**src/rtl/cocotb_array_pkg.sv**
```systemverilog
// Shared types for the 3x3 array write/readback scheduler.
package cocotb_array_pkg;

    localparam int ARR_DIM = 3;

    typedef logic [1:0] coord_t;

    typedef enum logic {IDLE, SWEEP} sched_state_t;

    function automatic logic coord_in_range(coord_t row, coord_t col);
        return (row < coord_t'(ARR_DIM)) && (col < coord_t'(ARR_DIM));
    endfunction

endpackage

```
**src/rtl/cocotb_array_rr_arb.sv**
```systemverilog
// Three-way round-robin arbiter; the search starts at the priority pointer and wraps.
module cocotb_array_rr_arb
    import cocotb_array_pkg::*;
(
    input  logic       clk,
    input  logic       rst,
    input  logic [2:0] req_valid,
    input  logic       update_en,
    output logic [2:0] grant
);

    logic [1:0] ptr_q, ptr_d;
    logic [1:0] idx;
    logic [1:0] win;
    logic       found;

    always_comb begin
        grant = 3'b000;
        found = 1'b0;
        win   = 2'd0;
        idx   = 2'd0;
        for (int k = 0; k < ARR_DIM; k++) begin
            idx = (int'(ptr_q) + k >= ARR_DIM) ? 2'(int'(ptr_q) + k - ARR_DIM)
                                               : 2'(int'(ptr_q) + k);
            if (!found && req_valid[idx]) begin
                grant[idx] = 1'b1;
                win        = idx;
                found      = 1'b1;
            end
        end
    end

    always_comb begin
        ptr_d = ptr_q;
        if (update_en && found) begin
            ptr_d = (win == 2'd2) ? 2'd0 : win + 2'd1;
        end
    end

    always_ff @(posedge clk) begin
        if (rst) begin
            ptr_q <= 2'd0;
        end else begin
            ptr_q <= ptr_d;
        end
    end

endmodule

```
**src/rtl/cocotb_array_sched.sv**
```systemverilog
// 3x3 cell array with arbitrated single-cell writes and a row-major readback sweep.
module cocotb_array_sched
    import cocotb_array_pkg::*;
#(
    parameter int DATA_W = 8
) (
    input  logic              clk,
    input  logic              rst,
    input  logic [2:0]        req_valid,
    output logic [2:0]        req_ready,
    input  logic [1:0]        req_row [2:0],
    input  logic [1:0]        req_col [2:0],
    input  logic [DATA_W-1:0] req_data [2:0],
    input  logic              sweep_start,
    output logic              out_valid,
    input  logic              out_ready,
    output logic [1:0]        out_row,
    output logic [1:0]        out_col,
    output logic [DATA_W-1:0] out_data,
    output logic              sweep_done,
    output logic              busy,
    output logic              addr_err,
    output logic [DATA_W-1:0] arr_view [2:0][2:0]
);

    sched_state_t      state_q, state_d;
    coord_t            row_q, row_d, col_q, col_d;
    logic [DATA_W-1:0] arr_q [2:0][2:0];
    logic              done_q;
    logic              err_q;

    logic [2:0]        grant;
    logic              arb_en;
    logic              wr_fire;
    coord_t            wr_row, wr_col;
    logic [DATA_W-1:0] wr_data;
    logic              beat;
    logic              last;

    assign arb_en = (state_q == IDLE) && !rst;

    cocotb_array_rr_arb u_arb (
        .clk       (clk),
        .rst       (rst),
        .req_valid (req_valid),
        .update_en (arb_en),
        .grant     (grant)
    );

    assign req_ready = arb_en ? grant : 3'b000;
    assign wr_fire   = |req_ready;

    always_comb begin
        wr_row  = '0;
        wr_col  = '0;
        wr_data = '0;
        for (int i = 0; i < ARR_DIM; i++) begin
            if (req_ready[i]) begin
                wr_row  = req_row[i];
                wr_col  = req_col[i];
                wr_data = req_data[i];
            end
        end
    end

    assign out_valid  = (state_q == SWEEP);
    assign busy       = (state_q == SWEEP);
    assign out_row    = row_q;
    assign out_col    = col_q;
    assign sweep_done = done_q;
    assign addr_err   = err_q;
    assign arr_view   = arr_q;
    assign beat       = out_valid && out_ready;
    assign last       = (row_q == 2'd2) && (col_q == 2'd2);

    always_comb begin
        out_data = '0;
        for (int r = 0; r < ARR_DIM; r++) begin
            for (int c = 0; c < ARR_DIM; c++) begin
                if (row_q == coord_t'(r) && col_q == coord_t'(c)) begin
                    out_data = arr_q[r][c];
                end
            end
        end
    end

    always_comb begin
        state_d = state_q;
        row_d   = row_q;
        col_d   = col_q;
        unique case (state_q)
            IDLE: begin
                if (sweep_start) begin
                    state_d = SWEEP;
                end
            end
            SWEEP: begin
                if (beat) begin
                    if (last) begin
                        state_d = IDLE;
                        row_d   = 2'd0;
                        col_d   = 2'd0;
                    end else if (col_q == 2'd2) begin
                        col_d = 2'd0;
                        row_d = row_q + 2'd1;
                    end else begin
                        col_d = col_q + 2'd1;
                    end
                end
            end
            default: state_d = IDLE;
        endcase
    end

    always_ff @(posedge clk) begin
        if (rst) begin
            state_q <= IDLE;
            row_q   <= 2'd0;
            col_q   <= 2'd0;
            done_q  <= 1'b0;
            err_q   <= 1'b0;
            for (int r = 0; r < ARR_DIM; r++) begin
                for (int c = 0; c < ARR_DIM; c++) begin
                    arr_q[r][c] <= '0;
                end
            end
        end else begin
            state_q <= state_d;
            row_q   <= row_d;
            col_q   <= col_d;
            done_q  <= beat && last;
            // Out-of-range writes still handshake; the data is dropped and the flag latches.
            if (wr_fire && !coord_in_range(wr_row, wr_col)) begin
                err_q <= 1'b1;
            end
            for (int r = 0; r < ARR_DIM; r++) begin
                for (int c = 0; c < ARR_DIM; c++) begin
                    if (wr_fire && wr_row == coord_t'(r) && wr_col == coord_t'(c)) begin
                        arr_q[r][c] <= wr_data;
                    end
                end
            end
        end
    end

endmodule

```
**config.mk**
```make
export PLATFORM = sky130hd
export DESIGN_NAME = cocotb_array_sched
export DESIGN_NICKNAME = d
export VERILOG_FILES = /design/src/rtl/cocotb_array_pkg.sv /design/src/rtl/cocotb_array_rr_arb.sv /design/src/rtl/cocotb_array_sched.sv
export SDC_FILE = /design/constraint.sdc
export NUM_CORES = 1
export LEC_CHECK = 0
export ABC_AREA = 1
export CELL_PAD_IN_SITES_DETAIL_PLACEMENT = 1
export CELL_PAD_IN_SITES_GLOBAL_PLACEMENT = 1
export CORE_UTILIZATION = 30
export CTS_CLUSTER_SIZE = 24
export DETAILED_ROUTE_END_ITERATION = 10
export GPL_ROUTABILITY_DRIVEN = 0
export PLACE_DENSITY_LB_ADDON = 0.1
export REMOVE_ABC_BUFFERS = 1
export SLEW_MARGIN = 0
export SYNTH_ARGS = -nofsm -noshare
export SYNTH_HDL_FRONTEND = slang
export SYNTH_SLANG_ARGS = --single-unit
```
**constraint.sdc**
```tcl
create_clock -name clk -period 2.6 [get_ports clk]
set_input_delay 0.26 -clock clk [delete_from_list [all_inputs] [get_ports clk]]
set_output_delay 0.26 -clock clk [all_outputs]
set_load 0.1 [all_outputs]
```
# After elaboration in Yosys (flattened, before gate mapping)
# Index checks and enable logic that the tools add are counted.
[word_totals]
ff_bits = 81
out_inout_bits = 91
word_cells = 142
input_bits = 43
[op_classes]
n_lt_le_gt_ge = 11
mux = 52
bitwise = 3
n_reduce_logical = 44
n_eq_ne = 9
add_sub_neg = 8
[op_table]
columns = ["cell", "n"]
rows = [
  ["8-bit two-way mux", 12],
  ["2-bit two-way mux", 17],
  ["1-bit logical AND", 32],
  ["1-bit two-way mux", 12],
  ["3-bit two-way mux", 4],
  ["2-bit == test, second input constant", 5],
  ["2-bit by 3-bit less-than comparator with 1-bit output, second input constant", 3],
  ["2-bit by 1-bit == test with 1-bit output, second input constant", 4],
  ["2-bit logical NOT", 4],
  ["2-bit by 1-bit adder with 2-bit output, second input constant", 3],
  ["1-bit binary-select mux with 2-bit select", 3],
  ["1-bit demux with 2-bit select", 3],
  ["2-bit by 1-bit greater-or-equal comparator with 1-bit output, second input constant", 3],
  ["3-bit by 2-bit greater-or-equal comparator with 1-bit output, second input constant", 2],
  ["3-bit OR", 2],
  ["1-bit logical NOT", 4],
  ["2-bit less-than comparator, second input constant", 2],
  ["2-bit by 1-bit subtractor with 2-bit output, second input constant", 2],
  ["2-bit by 1-bit adder with 3-bit output, second input constant", 1],
  ["2-bit by 2-bit adder with 3-bit output, second input constant", 1],
  ["3-bit AND reduction", 1],
  ["3-bit OR reduction", 1],
  ["2-bit greater-or-equal comparator, second input constant", 1],
  ["1-bit one-hot mux with 2 select lines", 1],
  ["other kinds (4)", 4],
]

# Logic depth before layout (Yosys ltp)
# Gate-level depths: netlist of the first run.
[logic_depth]
ltp_word = 19
mapped_depth = 22

# By module
# Synthesis of the first run repeated with hierarchy kept, for this count alone.
[hier_totals]
cells_unflattened = 745
hier_area_um2 = 4553.1
[modules_own_cells]
columns = ["module", "instances", "area_per_inst_um2", "cells_each", "seq_area_each_um2"]
rows = [
  ["cocotb_array_sched", 1, 4147.7, 675, 1581.5],
  ["cocotb_array_rr_arb", 1, 405.4, 70, 40.0],
]

# Worst setup path after synthesis of the first run
# Ideal clock, no wire load.
[synth_path]
kind = "flip-flop to output port"
from = "register col_q[0] (netlist: out_col[0])"
to = "output port out_data[6]"
slack_ps = -1274
arrival_time_ps = 3614
required_time_ps = 2340
path_stages_with_launch = 7
cell_sequence = "dfxtp_1 -> inv_1 -> nor2_1 -> inv_1 -> nor2_1 -> a211oi_1 -> o2111ai_1"
[synth_via]
elab_chain_len = 11
word_cells_on_any_way = 21
classes_between = "2 x eq/ne; 9 x mux; 10 x reduce/logical"
[synth_lines]
columns = ["item", "line", "source"]
rows = [
  ["start: declaration", "cocotb_array_sched.sv:27", "coord_t row_q, row_d, col_q, col_d;"],
  ["start signal: assignment", "cocotb_array_sched.sv:130", "col_q <= col_d;"],
  ["2-bit logical NOT", "cocotb_array_sched.sv:80", "if (row_q == coord_t'(r) && col_q == coord_t'(c)) begin"],
  ["1-bit logical AND", "cocotb_array_sched.sv:80", ""],
  ["8-bit two-way mux (8 in series)", "cocotb_array_sched.sv:80", ""],
  ["8-bit two-way mux *", "cocotb_array_sched.sv:80", ""],
  ["end: declaration", "cocotb_array_sched.sv:19", "output logic [DATA_W-1:0] out_data,"],
]
# Every way passes the cells marked *; elsewhere a longest branch is shown, timed or not.

# Final worst setup path of the first run
[layout_path]
from = "register u_arb.ptr_q[0]"
to = "register arr_q, in the netlist arr_view[67]"
[layout_via]
elab_chain_len = 18
word_cells_on_any_way = 58
classes_between = "5 x add/sub; 9 x order compare; 2 x eq/ne; 30 x mux; 2 x bitwise; 10 x reduce/logical"
[layout_lines]
columns = ["item", "line", "source"]
rows = [
  ["start: declaration", "cocotb_array_rr_arb.sv:12", "logic [1:0] ptr_q, ptr_d;"],
  ["start signal: assignment", "cocotb_array_rr_arb.sv:44", "ptr_q <= ptr_d;"],
  ["2-bit by 1-bit adder with 3-bit output (tied with other cells)", "cocotb_array_rr_arb.sv:23", "idx = (int'(ptr_q) + k >= ARR_DIM) ? 2'(int'(ptr_q) + k - ARR_DIM)"],
  ["3-bit by 2-bit greater-or-equal comparator with 1-bit output (tied with other cells)", "cocotb_array_rr_arb.sv:23", ""],
  ["2-bit two-way mux (tied with other cells)", "cocotb_array_rr_arb.sv:23", ""],
  ["2-bit by 3-bit less-than comparator with 1-bit output (implied by the code) (tied with other cells)", "cocotb_array_rr_arb.sv:26", "grant[idx] = 1'b1;"],
  ["1-bit logical AND (implied by the code) (tied with other cells)", "cocotb_array_rr_arb.sv:26", ""],
  ["1-bit two-way mux (implied by the code) (tied with other cells)", "cocotb_array_rr_arb.sv:26", ""],
  ["1-bit demux with 2-bit select (tied with other cells)", "n/a", ""],
  ["3-bit OR (no line) / 1-bit two-way mux (equally long branches)", "n/a", ""],
  ["3-bit two-way mux / 1-bit logical NOT (equally long branches)", "cocotb_array_rr_arb.sv:25", "if (!found && req_valid[idx]) begin"],
  ["3-bit OR (no line) / 1-bit logical AND (equally long branches)", "n/a", ""],
  ["3-bit two-way mux *", "cocotb_array_rr_arb.sv:25", ""],
  ["3-bit two-way mux *", "cocotb_array_sched.sv:50", "assign req_ready = arb_en ? grant : 3'b000;"],
  ["2-bit two-way mux (3 in series)", "cocotb_array_sched.sv:58", "if (req_ready[i]) begin"],
  ["2-bit == test", "cocotb_array_sched.sv:138", "if (wr_fire && wr_row == coord_t'(r) && wr_col == coord_t'(c)) begin"],
  ["1-bit logical AND (2 in series)", "cocotb_array_sched.sv:138", ""],
  ["end signal: indexed assignment", "cocotb_array_sched.sv:139", "arr_q[r][c] <= wr_data;"],
  ["end: declaration", "cocotb_array_sched.sv:28", "logic [DATA_W-1:0] arr_q [2:0][2:0];"],
]
# Every way passes the cells marked *; elsewhere a longest branch is shown, timed or not. The select of a mux whose other input is x is not followed.
# A chain may end at the register's enable or synchronous reset.

==> results of run 1 <==
-- synth_stat cells, types with 6 or more instances --
cell,number
nand2_2,6
inv_1,23
a21oi_1,14
nand2_4,8
nand4_1,16
nor2_4,7
inv_2,8
buf_6,7
nor2_8,7
nand2_1,230
buf_1,7
nor2_1,177
dfxtp_1,81
o21ai_0,15
nand3_1,65
o22ai_1,8
-- stage by stage --
step | util [%] | instance area (um^2) | setup slack [ns] | cells | hold WS (ns)
4_1_cts | 46.7 | 6890 | -0.00706 | 1077 | 0.506
3_5_place_dp | 42.9 | 6330 | -0.186 | 1053 | 0.497
5_1_grt | 50.4 | 7430 | -0.159 | 1091 | 0.530
3_3_place_gp | 42.9 | 6330 | -0.104 | 1053 | 0.485
6_report | 50.4 | 7430 | 0.0156 | 1091 | 0.496
2_1_floorplan | - | 4440 | -1.67 | 687 | 0.329
-- layout make-up --
class,instances,area (um^2),area share (%)
clock buffers,12,256,3.45
clock inverters,4,98.8,1.33
inverters,31,130,1.75
multi-input cells,580,3170,42.6
flip-flops and latches,81,1630,21.9
well taps,184,230,3.10
repair buffers,199,1920,25.8
-- flip-flops by register name, summed over array words and instances (netlist names) --
| register | flops |
|---|---|
| addr_err | 1 |
| arr_view | 72 |
| busy | 1 |
| out_col | 2 |
| out_row | 2 |
| sweep_done | 1 |
| u_arb.ptr_q | 2 |
-- worst max-delay path, stage by stage (launching register included) --
cell and delay (ns):
dfxtp_4 0.39, buf_6 0.12, ha_4 0.13, inv_1 0.05, nand2_1 0.08, nand2_2 0.07, nand2_4 0.12, nand3_4 0.11
inv_2 0.07, nand2_1 0.06, nand2_1 0.08, nand2_2 0.09, buf_6 0.17, nor2_4 0.11, o21bai_4 0.21, nand2_8 0.14
nor2_8 0.15, buf_12 0.14, nand2_2 0.06, nand2_2 0.08, nor2_1 0.04
-- timing repair --
action | in CTS | in global routing
pin swaps | 12 | 54
setup endpoints to repair | 82 | 82
gates resized for setup | 25 | 97
cloned | 4 | 5
setup buffers | 4 | 9
-- worst paths after layout --
check	depth (start not counted)	from	end
min reg2reg	2	arr_view[3]	arr_view[3]
min	2	arr_view[3]	arr_view[3]
max	20	u_arb.ptr_q[0]	arr_view[67]
max reg2reg	20	u_arb.ptr_q[0]	arr_view[67]
-- per-layer routing --
layer  track usage, %  wire length (um)  vias to the layer above
li1                 -                 -                     2659
met1             29.6              8450                     2679
met2             41.1              9510                      156
met3             4.21              1050                       22
met4             5.53               334                        0
met5                0                 0                        -
-- where the power goes --
group | internal, uW | switching (uW)
combinational | 1660 | 3980
clock | 994 | 521
sequential | 1470 | 219
-- cells by family (layout without fill, tap and decap cells) --
logic type	count (synthesis)	after routing	synth area share, %
buffers and inverters	55	246	6.01
adders and majority gates	4	4	1.09
AOI/OAI and AO/OA	43	43	5.52
DFF	81	81	35.2
and+or+nand+nor	528	533	52.1
==> results.json, run 1 <==
{
  "status": "complete, no violations",
  "grt_overflow": 0,
  "drv_cap": 0,
  "synth_enable_flop_cells": 0,
  "rsz0062_at_grt": "true",
  "ff2ff_setup_slack_ns": 0.02,
  "avgRoutedWirePerCell_um": 17.7,
  "clock_latency_ns": 0.34,
  "cts.path.max_buffers": 2,
  "setup_tns_ns": 0,
  "syn-cell-area_um2": 4600,
  "layout_common_cells": "205 x nand2_1, 160 x nor2_1, 122 x buf_4, 78 x dfxtp_1, 47 x nand3_1",
  "p_leak_uw": 0.00336,
  "fp-row-count": 44,
  "antenna_found_initial": 0,
  "yosysSeqAreaShare_pct": 35.2,
  "worstPathRequired_ns": 2.83,
  "h-tree-depth": 3,
  "vias_per_cell": 5.06,
  "p_per_area_nw_per_um2": 1190,
  "ys_ff_latch": 81,
  "hold_buffers": 0,
  "yosys-top-cells-area": "dfxtp_1 35%, nand2_1 19%, nor2_1 14%",
  "grt_pass1_vias": 5344,
  "clk_pin_slew_ns": 0.06,
  "area_delta_synth_final_pct": 61.6,
  "cts_sinks": 81,
  "cts_root_buffer": "clkbuf_16",
  "fmax_ghz": 0.387,
  "die_h_um": 126,
  "die_w_um": 126,
  "drt_pass1_iterations": 4,
  "die-area_um2": 15800,
  "core_um2": 14800,
  "fin_nets": 949,
  "crit_fanout": 8,
  "hp-class": "reg -> reg",
  "async_flop_share_pct": 0,
  "netlist_instances": 711,
  "cts_tree": "done",
  "yosysUniqueCellTypes": 30,
  "drv_slew": 0,
  "cp-end-kind": "flip-flop",
  "final_common_cell": "nand2_1",
  "wirelength_um": 19300,
  "drive_above_1_share_pct": 32.3,
  "finalSetupViolations": 0,
  "drtIter0Drc": 278,
  "nFillCells": 1863,
  "cts_inserted_buffers": 9,
  "pin_count": 134,
  "track_usage_pct": 23.4,
  "num_antenna_cells": 0,
  "grt_pass1_wl_um": 28800,
  "startpoint_type": "flip-flop",
  "synth_ff_type": "dfxtp_1",
  "drc_errors": 0,
  "vias": 5516,
  "initial_core_util_pct": 31.2,
  "finClkSkew_ns": 0.00603,
  "ant_nets": 0,
  "grt_max_degree": 54,
  "yosysWarnings": 0,
  "crit_arrival_ns": 2.81,
  "hpwl_um": 13300,
  "finalCriticalPeriod_ns": 2.58,
  "yosys.area.top_type": "dfxtp_1",
  "syn_avg_cell_area_um2": 6.47,
  "crit_type": "reg -> reg",
  "slew_headroom_pct": 66.3,
  "yosys.area.top_type_share_pct": 35.2,
  "worst_slew_pin_slew_ns": 0.504,
  "min_period_over_period_pct": 99.4,
  "ir_drop_mv": 0.833,
  "port_buffers": 133,
  "p_total_uw": 8830,
  "hold_violations": 0
}
(Power assumes the default switching activity.)
==> inputs of run 2 (changes only) <==
ABC_AREA = default   (was 1)
CORE_UTILIZATION = 32   (was 30)
CTS_CLUSTER_SIZE = 10   (was 24)
==> run 2 against run 1 <==
Effect of this change:
- count of clock-buffer cells in the layout down 2
- cell area up 1.9%
- cell count down 18%
- non-clock buffer count up 21
- sequential power down 19%
- combinational power down 66%
- the run now ends with setup timing left
- flip-flop and latch count unchanged
- register-to-register slack worse by 0.46 ns
- setup slack worse by 0.46 ns
- sequential share of layout area down 0.41 points
==> results.json, run 2 <==
{
  "vias_per_cell": 5.16,
  "multi_input_area_um2": 3350,
  "cts_tree": "done",
  "yosys.area.top_type": "dfxtp_1",
  "min_period_over_period_pct": 117,
  "ff_latch_area_um2": 1630,
  "rsz0062_at_grt": "true",
  "track_usage_pct": 24.5,
  "clk_pin_slew_ns": 0.06,
  "ant_nets": 0,
  "slew_headroom_pct": 38.8,
  "crit_chain": "inv_4, ha_4, buf_6, o21ai_1, nand3b_1, a32oi_2, or2_4, inv_2, a311o_2, a211oi_2, nor2b_4, buf_12, mux2_4",
  "yosys.area_share.adder_pct": 1.06,
  "synthXorXnorAreaFrac_pct": 0,
  "drc_errors": 0,
  "cpPeakStageDelay_ns": 0.42,
  "antenna_found_initial": 0,
  "port_buffers": 133,
  "nFillCells": 1563,
  "crit_type": "reg -> reg",
  "syn_avg_cell_area_um2": 9.10,
  "crit_buf_inv": 4,
  "synthMuxAreaShare_pct": 23.0,
  "worstPathRequired_ns": 2.83,
  "yosys.area_share.simple_pct": 23.3,
  "grt_max_degree": 82,
  "initial_core_util_pct": 33.4,
  "hold_violations": 0,
  "area_delta_synth_final_pct": 61.0,
  "worst_slew_pin_slew_ns": 0.918,
  "final_common_cell": "buf_4",
  "cp-end-kind": "flip-flop",
  "fin_nets": 761,
  "critPathSlowestCell": "a311o_2",
  "p_leak_uw": 0.00320,
  "cts_inserted_buffers": 9,
  "pin_count": 134,
  "num_antenna_cells": 0,
  "synth_top_family_by_area": "simple AND/OR/NAND/NOR gates",
  "netlist_instances": 517,
  "crit_arrival_ns": 3.28,
  "drv_slew": 0,
  "ys_ff_latch": 81,
  "synth_ff_type": "dfxtp_1",
  "wirelength_um": 18100,
  "fmax_ghz": 0.328,
  "finClkSkew_ns": 0.00843,
  "avgRoutedWirePerCell_um": 20.2,
  "die_h_um": 123,
  "p_total_uw": 4490,
  "async_flop_share_pct": 0,
  "violations": "setup timing",
  "yosysWarnings": 0,
  "vias": 4640,
  "grt_pass1_wl_um": 27900,
  "p_per_area_nw_per_um2": 593,
  "crit_fanout": 8,
  "layout_common_cells": "142 x buf_4, 78 x dfxtp_1, 74 x nor2b_1, 45 x mux2_2",
  "core_um2": 14100,
  "fp-row-count": 43,
  "hold_buffers": 0,
  "yosys.area.top_type_share_pct": 34.5,
  "syn-cell-area_um2": 4710,
  "drt_pass1_iterations": 4,
  "die_w_um": 123,
  "startpoint_type": "flip-flop",
  "finalSetupViolations": 72,
  "drive_above_1_share_pct": 46.3,
  "yosysSeqAreaShare_pct": 34.5,
  "hp-class": "in -> reg",
  "cts_root_buffer": "clkbuf_16",
  "setup_slack_ns": -0.444,
  "grt_pass1_vias": 4952,
  "drtIter0Drc": 210,
  "synth_most_common_cell": "dfxtp_1",
  "cts.path.max_buffers": 2,
  "netlist_top_cells_count": "81 x dfxtp_1, 80 x mux2_2, 78 x nor2b_1",
  "largest_reg_flops": 72,
  "die-area_um2": 15200,
  "finalCriticalPeriod_ns": 3.04,
  "cts_sinks": 81,
  "h-tree-depth": 3,
  "cpLargestDelayFamily": "compound AO/OA/AOI/OAI gates",
  "drv_cap": 0,
  "ir_drop_mv": 0.315,
  "grt_overflow": 0,
  "hpwl_um": 12900,
  "clock_latency_ns": 0.34,
  "synth_enable_flop_cells": 0,
  "dp_worst_setup_slack_ns": -0.873,
  "yosysUniqueCellTypes": 54,
  "status": "complete, but fails checks",
  "yosys-top-cells-area": "dfxtp_1 34%, mux2_2 19%, nor2b_1 10%",
  "synth-compound-area-share_pct": 14.2
}
==> run 2: changes by cell type after synthesis, sizes merged, moves of 20 or more <==
| cell | before | now |
|---|---|---|
| nand2 | 244 | 36 |
| nor2 | 193 | 42 |
| mux2 | 0 | 80 |
| nor2b | 0 | 78 |
| nand3 | 69 | 4 |
| clkbuf | 4 | 24 |
| inv | 31 | 11 |
==> run 2: cells by family after synthesis <==
logic type | after synthesis
simple gates | 197
mux | 98
compound gates | 92
flops | 81
buf+inv | 45
fa+ha+maj | 4
==> run 2: what timing repair did <==
item	in CTS	in global routing
endpoints found under the setup margin	76	78
pin swaps	26	8
resized for setup	108	20
endpoints found under the hold margin	0	0
gates cloned	0	0
buffers inserted	17	1
==> run 2: worst paths after layout <==
| path | start | endpoint | slack, ns | cells past startpoint |
|---|---|---|---|---|
| max | u_arb.ptr_q[1] | arr_view[13] | -0.44 | 13 |
| min reg2reg | u_arb.ptr_q[0] | u_arb.ptr_q[0] | 0.54 | 2 |
| max reg2reg | u_arb.ptr_q[1] | arr_view[13] | -0.44 | 13 |
| min | sweep_start | busy | 0.52 | 3 |
==> run 2: worst reg2reg max path, delay by kind of cell (launching register included) <==
family                   cells  cell delay, ns
AND/OR/NAND/NOR              3            0.57
AO/OA/AOI/OAI                4            1.06
multiplexers                 1            0.32
flip-flops                   1            0.38
adder cells (fa/ha/maj)      1            0.17
buffers and inverters        4            0.44
==> run 2: final cells by class <==
type / instances / share of cell area [%]
Timing Repair Buffer: 220 / 27.0
Tap cell: 180 / 2.97
Clock buffer: 10 / 3.15
Sequential cell: 81 / 21.5
Inverter: 11 / 0.611
Clock inverter: 6 / 0.578
Multi-Input combinational cell: 391 / 44.2
==> run 2: where the power goes <==
part | leakage (uW) | internal (uW) | switching, uW | total [uW]
Sequential | 0.000656 | 1300 | 58.6 | 1360
Clock | 0.000127 | 673 | 542 | 1210
Combinational | 0.00242 | 787 | 1140 | 1920
Total | 0.00320 | 2760 | 1740 | 4490
==> run 2: through the flow <==
| stage | hold slack [ns] | instances | setup TNS (ns) | utilization, % | cell area (um^2) |
|---|---|---|---|---|---|
| final | 0.517 | 899 | -27.15 | 53.8 | 7580 |
| after global routing | 0.522 | 899 | -34.98 | 53.8 | 7580 |
| after CTS | 0.510 | 898 | -27.17 | 53.1 | 7480 |
| after detailed placement | 0.516 | 865 | -57.49 | 46.9 | 6620 |
| after global placement | 0.474 | 865 | -53.24 | 46.9 | 6620 |
| after floorplan | 0.329 | 483 | -176.65 | - | 4560 |
==> run 2: metal layers <==
metal / global-route usage [%] / vias to the layer above / share of wire [%]
met2: 42.6 / 111 / 50
met4: 7.30 / 0 / 2.3
met1: 30.1 / 2271 / 44
li1: - / 2227 / -
met3: 5.40 / 31 / 4.0
met5: 0 / - / 0
